==> config.mk <==
export PLATFORM = sky130hd
export DESIGN_NAME = gerenciador_alarme_temperatura
export DESIGN_NICKNAME = d
export VERILOG_FILES = /design/src/rtl/alarme_pkg.sv /design/src/rtl/sincronizador_botao.sv /design/src/rtl/gerenciador_alarme_temperatura.sv
export SDC_FILE = /design/constraint.sdc
export NUM_CORES = 1
export LEC_CHECK = 0
export BUFFER_PORTS_ARGS = -buffer_cell sky130_fd_sc_hd__buf_2
export CORE_AREA = 2 2 65 67
export DETAILED_ROUTE_END_ITERATION = 10
export DIE_AREA = 0 0 67 69
export PLACE_DENSITY = 0.87
export SLEW_MARGIN = 0
export SYNTH_ARGS = -nofsm -noshare
export SYNTH_HDL_FRONTEND = slang
export SYNTH_SLANG_ARGS = --single-unit
==> constraint.sdc <==
create_clock -name clk -period 2.7 [get_ports clk]
set_clock_uncertainty 0.15 [all_clocks]
set_input_delay 0.135 -clock clk [delete_from_list [all_inputs] [get_ports clk]]
set_output_delay 0.135 -clock clk [all_outputs]
set_load 0.03 [all_outputs]
==> src/rtl/alarme_pkg.sv <==
// Shared state encoding and output decode for the temperature alarm manager.
package alarme_pkg;

  localparam int unsigned EstadoW = 2;

  typedef enum logic [EstadoW-1:0] {
    StNormal      = 2'b00,
    StAtivo       = 2'b01,
    StReconhecido = 2'b10,
    StScram       = 2'b11
  } estado_e;

  typedef struct packed {
    logic sirene;
    logic luz;
    logic deslig;
  } saidas_t;

  // Annunciation per state; fase only matters while the alarm is active.
  function automatic saidas_t decodifica_saidas(estado_e estado, logic fase);
    saidas_t s;
    s = '0;
    unique case (estado)
      StNormal:      s = '{sirene: 1'b0, luz: 1'b0, deslig: 1'b0};
      StAtivo:       s = '{sirene: fase, luz: fase, deslig: 1'b0};
      StReconhecido: s = '{sirene: 1'b0, luz: 1'b1, deslig: 1'b0};
      StScram:       s = '{sirene: 1'b1, luz: 1'b1, deslig: 1'b1};
      default:       s = '{sirene: 1'b1, luz: 1'b1, deslig: 1'b1};
    endcase
    return s;
  endfunction

endpackage

==> src/rtl/sincronizador_botao.sv <==
// Two-flop synchronizer for an asynchronous button, followed by a one-cycle rising-edge pulse.
module sincronizador_botao (
  input  logic clk_i,
  input  logic rst_i,
  input  logic botao_i,
  output logic pulso_o
);

  logic sinc1_q, sinc2_q, anterior_q;

  always_ff @(posedge clk_i) begin
    if (rst_i) begin
      sinc1_q    <= 1'b0;
      sinc2_q    <= 1'b0;
      anterior_q <= 1'b0;
    end else begin
      sinc1_q    <= botao_i;
      sinc2_q    <= sinc1_q;
      anterior_q <= sinc2_q;
    end
  end

  // A held button yields a single pulse.
  assign pulso_o = sinc2_q & ~anterior_q;

endmodule

==> src/rtl/gerenciador_alarme_temperatura.sv <==
// Latches temperature alarms, drives siren/lamp, handles ack/rearm and escalates to SCRAM.
module gerenciador_alarme_temperatura
  import alarme_pkg::*;
#(
  parameter int unsigned PULSO_CICLOS  = 25_000_000,
  parameter int unsigned ESCALA_PULSOS = 60,
  parameter int unsigned CONT_W        = 32
) (
  input  logic         clk,
  input  logic         rst,
  input  logic         alarmeSonoroTemperatura,
  input  logic         botaoReconhecer,
  input  logic         botaoRearmar,
  output logic         sirene,
  output logic         luzAlarme,
  output logic         desligamentoReator,
  output logic [1:0]   estadoAlarme
);

  localparam int unsigned EscW = $clog2(ESCALA_PULSOS + 1);
  localparam logic [CONT_W-1:0] ContMax = CONT_W'(PULSO_CICLOS - 1);
  localparam logic [EscW-1:0]   EscMax  = EscW'(ESCALA_PULSOS);

  logic alarme_q, alarme_ant_q;
  logic alarme_sobe;
  logic reconhecer_pulso, rearmar_pulso;

  estado_e           estado_q, estado_d;
  logic [CONT_W-1:0] cont_q, cont_d;
  logic              fase_q, fase_d;
  logic [EscW-1:0]   esc_q, esc_d, esc_inc;
  logic              volta, escala_atinge;
  saidas_t           saidas;

  always_ff @(posedge clk) begin
    if (rst) begin
      alarme_q     <= 1'b0;
      alarme_ant_q <= 1'b0;
    end else begin
      alarme_q     <= alarmeSonoroTemperatura;
      alarme_ant_q <= alarme_q;
    end
  end

  assign alarme_sobe = alarme_q & ~alarme_ant_q;

  sincronizador_botao u_sinc_reconhecer (
    .clk_i   (clk),
    .rst_i   (rst),
    .botao_i (botaoReconhecer),
    .pulso_o (reconhecer_pulso)
  );

  sincronizador_botao u_sinc_rearmar (
    .clk_i   (clk),
    .rst_i   (rst),
    .botao_i (botaoRearmar),
    .pulso_o (rearmar_pulso)
  );

  assign volta   = (estado_q == StAtivo) && (cont_q == ContMax);
  assign esc_inc = (esc_q == EscMax) ? esc_q : esc_q + EscW'(1);
  // Escalation fires on the very edge the counter reaches its limit.
  assign escala_atinge = (estado_q == StAtivo) &&
                         ((esc_q == EscMax) || (volta && (esc_inc == EscMax)));

  always_comb begin
    estado_d = estado_q;
    unique case (estado_q)
      StNormal: begin
        if (alarme_q) estado_d = StAtivo;
      end
      StAtivo: begin
        if (escala_atinge)         estado_d = StScram;
        else if (reconhecer_pulso) estado_d = StReconhecido;
      end
      StReconhecido: begin
        if (alarme_sobe)                    estado_d = StAtivo;
        else if (rearmar_pulso && !alarme_q) estado_d = StNormal;
      end
      StScram: estado_d = StScram;
      default: estado_d = StScram;
    endcase
  end

  always_ff @(posedge clk) begin
    if (rst) estado_q <= StNormal;
    else     estado_q <= estado_d;
  end

  // Counters only run while staying in ATIVO; any entry into ATIVO starts from zero.
  always_comb begin
    cont_d = '0;
    fase_d = 1'b0;
    esc_d  = '0;
    if ((estado_q == StAtivo) && (estado_d == StAtivo)) begin
      if (volta) begin
        cont_d = '0;
        fase_d = ~fase_q;
        esc_d  = esc_inc;
      end else begin
        cont_d = cont_q + CONT_W'(1);
        fase_d = fase_q;
        esc_d  = esc_q;
      end
    end
  end

  always_ff @(posedge clk) begin
    if (rst) begin
      cont_q <= '0;
      fase_q <= 1'b0;
      esc_q  <= '0;
    end else begin
      cont_q <= cont_d;
      fase_q <= fase_d;
      esc_q  <= esc_d;
    end
  end

  assign saidas             = decodifica_saidas(estado_q, fase_q);
  assign sirene             = saidas.sirene;
  assign luzAlarme          = saidas.luz;
  assign desligamentoReator = saidas.deslig;
  assign estadoAlarme       = estado_q;

endmodule

Word level (Yosys, flattened, before mapping)
Cells that the tools add are included.
{ "totals": {"ff_bits": 49, "wordCells": 47} }
{ "classes": {"add_sub_neg": 2, "eq_ne": 7, "n_mux": 8, "n_bitwise": 8, "reduce_logical": 10} }
{ "ops": {"columns": ["cell", "count"], "rows": [
  ["32-bit by 1-bit adder with 32-bit output (second input constant)", 1],
  ["32-bit by 25-bit equality test with 1-bit output (second input constant)", 1],
  ["6-bit equality test (second input constant)", 2],
  ["3-bit one-hot mux with 4 select lines", 1],
  ["2-bit two-way mux", 5],
  ["2-bit one-hot mux with 4 select lines", 1],
  ["6-bit by 1-bit adder with 6-bit output (second input constant)", 1],
  ["6-bit two-way mux", 1],
  ["1-bit logical AND", 5],
  ["1-bit NOT", 5],
  ["2-bit by 1-bit equality test with 1-bit output (second input constant)", 2],
  ["2-bit equality test (second input constant)", 2],
  ["1-bit bitwise AND", 3],
  ["3-bit OR reduction", 1],
  ["2-bit logical NOT", 1],
  ["2-bit OR reduction", 1],
  ["1-bit logical NOT", 1],
  ["1-bit logical OR", 1]
]} }

Depth between registers and ports, before layout
{ "depth": {"ltp_word": 12, "ltp_mapped": 9, "depth_no_buf": 7} }

Cells and area by module
Synthesis repeated with hierarchy kept, for this count alone.
{ "hier_totals": {"cells_unflattened": 250, "area_unflattened_um2": 2329.7} }
{ "by_module_without_submodules": {"columns": ["mod", "instances", "cells_each", "area_each_um2", "seq_area_each_um2"], "rows": [
  ["gerenciador_alarme_temperatura", 1, 236, 2154.6, 860.8],
  ["sincronizador_botao", 2, 7, 87.6, 60.1]
]} }

Worst setup path before layout
Ideal clock, no wire load.
{ "synth_timing": {"path_kind": "register to register", "startpoint": "register esc_q[0]", "endpoint": "register cont_q[15]", "t_arrival_ps": 2148, "slack_ps": 337, "path_stages_with_launch": 10, "period_less_slack_ps": 2363, "cell_sequence": "dfxtp_1 inv_1 ha_1 nand2_1 nor2_1 or4_1 or2_2 buf_4 buf_2 nor2_1"} }
{ "synth_between": {"elab_chain_len": 12, "elab_cells_between_ends": 13, "cone_classes": "add/sub (1); eq/ne (3); mux (3); bitwise (1); reduce/logical (5)"} }
{ "synth_lines": {"columns": ["item", "line", "rtl"], "rows": [
  ["start, declared", "gerenciador_alarme_temperatura.sv:31", "logic [EscW-1:0] esc_q, esc_d, esc_inc;"],
  ["start signal, assigned", "gerenciador_alarme_temperatura.sv:117", "esc_q <= esc_d;"],
  ["6-bit by 1-bit adder with 6-bit output / 6-bit equality test (equally long branches)", "gerenciador_alarme_temperatura.sv:62, gerenciador_alarme_temperatura.sv:65", null],
  ["6-bit two-way mux", "gerenciador_alarme_temperatura.sv:62", "assign esc_inc = (esc_q == EscMax) ? esc_q : esc_q + EscW'(1);"],
  ["6-bit equality test", "gerenciador_alarme_temperatura.sv:65", "((esc_q == EscMax) || (volta && (esc_inc == EscMax)));"],
  ["1-bit logical AND", "gerenciador_alarme_temperatura.sv:65", null],
  ["1-bit logical OR *", "gerenciador_alarme_temperatura.sv:65", null],
  ["1-bit logical AND *", "gerenciador_alarme_temperatura.sv:64", "assign escala_atinge = (estado_q == StAtivo) &&"],
  ["2-bit two-way mux *", "gerenciador_alarme_temperatura.sv:74", "if (escala_atinge) estado_d = StScram;"],
  ["2-bit one-hot mux with 4 select lines *", "gerenciador_alarme_temperatura.sv:69", "unique case (estado_q)"],
  ["2-bit by 1-bit equality test with 1-bit output *", "gerenciador_alarme_temperatura.sv:96", "if ((estado_q == StAtivo) && (estado_d == StAtivo)) begin"],
  ["1-bit logical AND *", "gerenciador_alarme_temperatura.sv:96", null],
  ["1-bit NOT (no line) *", null, null],
  ["3-bit OR reduction (no line) *", null, null],
  ["end signal, assigned", "gerenciador_alarme_temperatura.sv:115", "cont_q <= cont_d;"],
  ["end, declared", "gerenciador_alarme_temperatura.sv:29", "logic [CONT_W-1:0] cont_q, cont_d;"]
]} }
Mark *: on every way between the ends. The rest lies on a longest branch, timed or not.
A chain may end at the register's enable or synchronous reset.

Final worst setup path
{ "layout_timing": {"startpoint": "register cont_q[27]", "endpoint": "register esc_q[3]"} }
{ "layout_between": {"elab_chain_len": 11} }
{ "layout_lines": {"columns": ["item", "line", "rtl"], "rows": [
  ["32-bit by 25-bit equality test with 1-bit output *", "gerenciador_alarme_temperatura.sv:61", "assign volta = (estado_q == StAtivo) && (cont_q == ContMax);"],
  ["1-bit logical AND *", "gerenciador_alarme_temperatura.sv:61", null],
  ["1-bit logical AND", "gerenciador_alarme_temperatura.sv:65", null],
  ["1-bit logical OR", "gerenciador_alarme_temperatura.sv:65", null],
  ["1-bit logical AND", "gerenciador_alarme_temperatura.sv:64", null],
  ["2-bit two-way mux", "gerenciador_alarme_temperatura.sv:74", null],
  ["2-bit one-hot mux with 4 select lines", "gerenciador_alarme_temperatura.sv:69", null],
  ["2-bit by 1-bit equality test with 1-bit output", "gerenciador_alarme_temperatura.sv:96", null],
  ["1-bit logical AND", "gerenciador_alarme_temperatura.sv:96", null],
  ["1-bit NOT (no line)", null, null],
  ["2-bit OR reduction (no line)", null, null]
]} }
Marked as above.

==> out/qor.csv <==
stage,metric,value,unit
power_and_ir_drop,p_leak,0.865,nW
timing,tns,0,ns
detailed_routing,routed_wl,4750,um
synthesis,ys_types,39,
placement,portBuffers,9,
worst_setup_path,cp_max_fo,6,
detailed_routing,vias,1935,
min_path,min_path_type,flip-flop to flip-flop,
synthesis,synth_seq_cells,49,
detailed_routing,drt_iter0_markers,137,
worst_setup_path,required,2.75,ns
timing,timing.fmax,0.413,GHz
status,status,"complete, no violations",
detailed_routing,wl_per_cell,14.1,um
timing,fin_ws,0.276,ns
die,core_area,0.00391,mm^2
synthesis,syn_avg_cell_area,8.65,um^2
die,num_rows,23,
final_layout,layout_commonest_cell,dfxtp_1,
final_layout,final_nets,294,
timing,slew_headroom,0.590,
timing,fin_crit,2.42,ns
timing,finalMaxSlewViolations,0,
placement,hpwlAfterDp,3130,um
worst_setup_path,slowest_delay,0.49,ns
power_and_ir_drop,power_density,530,mW/mm^2
detailed_routing,drtPass1Iterations,4,
die,die_y,69,um
final_layout,regMostFlops,cont_q,
clock_tree,root_buffer,clkbuf_8,
clock_tree,clk_pin_slew,0.09,ns
global_routing,grt_util_all_layers,0.224,
global_routing,overflow,0,
worst_setup_path,crit_chain,or4b_1 -> or4_1 -> buf_4 -> nor4_1 -> mux2i_1 -> nor3_1,
power_and_ir_drop,peakVddDrop,0.454,mV
placement,gp_congestion,0.866,
synthesis,seq_area_frac_synth,0.429,
die,start_util,0.584,
global_routing,grt_pass1_vias,1811,
clock_tree,clk_latency,0.30,ns
die,die_area,0.00462,mm^2
final_layout,drive_gt1_frac,0.101,
clock_tree,tritoncts,built,
worst_setup_path,path_class,flip-flop to flip-flop,
global_routing,grt_max_degree,28,
timing,rsz0062_at_grt,false,
die,io_pins,10,
clock_tree,cts_sinks,49,
global_routing,grt_pass1_wl,8110,um
timing,tightestPinTransition,0.609,ns
synthesis,synthesis.instances,264,
die,chipWidth,67,um
worst_setup_path,startpoint_type,flip-flop,
clock_tree,numCtsBuffers,5,
final_layout,syn_to_final_growth,14.7,%
clock_tree,clock_path_buffers,2,
final_layout,largest_register_ffs,32,
worst_setup_path,worstSetupEndpointType,flip-flop,
power_and_ir_drop,finalPower,1.39,mW
synthesis,netlist_area,0.00228,mm^2
final_layout,n_antenna_cell,0,
placement,post-place-ws,0.333,ns
detailed_routing,vias_per_cell,5.74,
synthesis,yosysWarnings,0,
worst_setup_path,cpMaxStageDelayCell,or4b_1,
detailed_routing,drc,0,
global_routing,antenna_found_initial,0,
detailed_routing,detail-route-antenna-nets,0,
clock_tree,htree_levels,2,
timing,hold_viol,0,
timing,setup_violations,0,
clock_tree,cts_resized,0,
worst_setup_path,arrival,2.48,ns
final_layout,final_cell_mix,"dfxtp_1 (49), nor2_1 (37), nand2_1 (25), xor2_1 (21), nand3_1 (15)",
timing,period_share,0.898,
job,cap_viol_max_count,0,
synthesis,synth_nets,272,
-- Yosys cell counts --
cell | instances | area share
nor2b_1 | 10 | 0.027
and2_1 | 2 | 0.0055
nand2b_1 | 2 | 0.0055
or4b_1 | 1 | 0.0044
and4_1 | 1 | 0.0038
o21ai_0 | 4 | 0.0088
a32oi_1 | 1 | 0.0038
xor2_1 | 21 | 0.081
or4_1 | 3 | 0.0099
o32ai_1 | 1 | 0.0038
buf_6 | 1 | 0.0049
nor3_1 | 13 | 0.028
nand3_1 | 15 | 0.033
inv_1 | 6 | 0.0099
dfxtp_1 | 49 | 0.43
mux2i_1 | 5 | 0.022
ha_1 | 3 | 0.016
clkbuf_1 | 4 | 0.0066
nor4_1 | 11 | 0.030
a211oi_1 | 1 | 0.0033
nor2_1 | 37 | 0.061
o21a_1 | 3 | 0.0099
nand4b_1 | 2 | 0.0077
nor4_2 | 1 | 0.0055
nand2_1 | 25 | 0.041
nor3_4 | 1 | 0.0071
a21o_1 | 1 | 0.0033
o31ai_1 | 2 | 0.0066
o211ai_1 | 1 | 0.0033
nand4_1 | 12 | 0.033
and3_1 | 4 | 0.011
or3_1 | 1 | 0.0027
nor4b_4 | 1 | 0.010
buf_4 | 1 | 0.0033
xnor2_1 | 10 | 0.038
or2_2 | 1 | 0.0027
a22oi_1 | 1 | 0.0033
a21oi_1 | 3 | 0.0066
buf_2 | 3 | 0.0066
-- metal layers --
metal,global-route usage,up-vias,wire length (um)
met3,0.0457,11,150
met4,0.0816,0,123
li1,-,959,-
met5,0,-,0
met2,0.362,38,2320
met1,0.292,927,2160
-- path summary, 6_finish.rpt --
kind | startpoint | slack [ns] | to | cells past startpoint
max | cont_q[27] | 0.28 | esc_q[3] | 6
min reg2reg | u_sinc_rearmar.sinc1_q | 0.31 | u_sinc_rearmar.sinc2_q | 1
max reg2reg | cont_q[27] | 0.28 | esc_q[3] | 6
min | u_sinc_rearmar.sinc1_q | 0.31 | u_sinc_rearmar.sinc2_q | 1
-- cells by family after synthesis --
family / after synthesis / share of synthesized area
multiplexers: 5 / 0.0219
adder cells (fa/ha/maj): 3 / 0.0164
buffers and inverters: 15 / 0.0312
AND/OR/NAND/NOR: 143 / 0.330
flip-flops: 49 / 0.429
XOR/XNOR: 31 / 0.119
AO/OA/AOI/OAI: 18 / 0.0526
-- worst max-delay path, delay by kind of cell, from the launching register on --
kind | cells | cell delay, ns
buf+inv | 1 | 0.20
flops | 1 | 0.36
mux | 1 | 0.13
simple gates | 4 | 1.48
-- cell type report --
type	instances	area [um^2]
clock buffers	5	68.8
well taps	50	62.6
repair buffers	24	188
flip-flops and latches	49	981
clock inverters	3	65.1
multi-input cells	200	1230
inverters	6	22.5
fillers	319	1290
-- power by group --
part	switching [mW]	internal, mW
Combinational	0.0214	0.0202
Sequential	0.00546	0.729
Clock	0.244	0.368
Total	0.271	1.12
-- metrics by stage --
step	util	hold slack, ns	instances	cell area (um^2)
after floorplan	-	0.113	264	2280
after global routing	0.669	0.315	337	2620
after global placement	0.617	0.194	322	2420
after detailed placement	0.617	0.206	322	2420
final	0.669	0.308	337	2620
after CTS	0.669	0.306	337	2620
-- what timing repair did --
item                                   4_1_cts  5_1_grt
endpoints found under the hold margin        8        0
setup endpoints to repair                    0        0
hold buffers                                 7        0
buffers inserted                             0        0
Note: power is estimated with default switching activity, not from simulation.
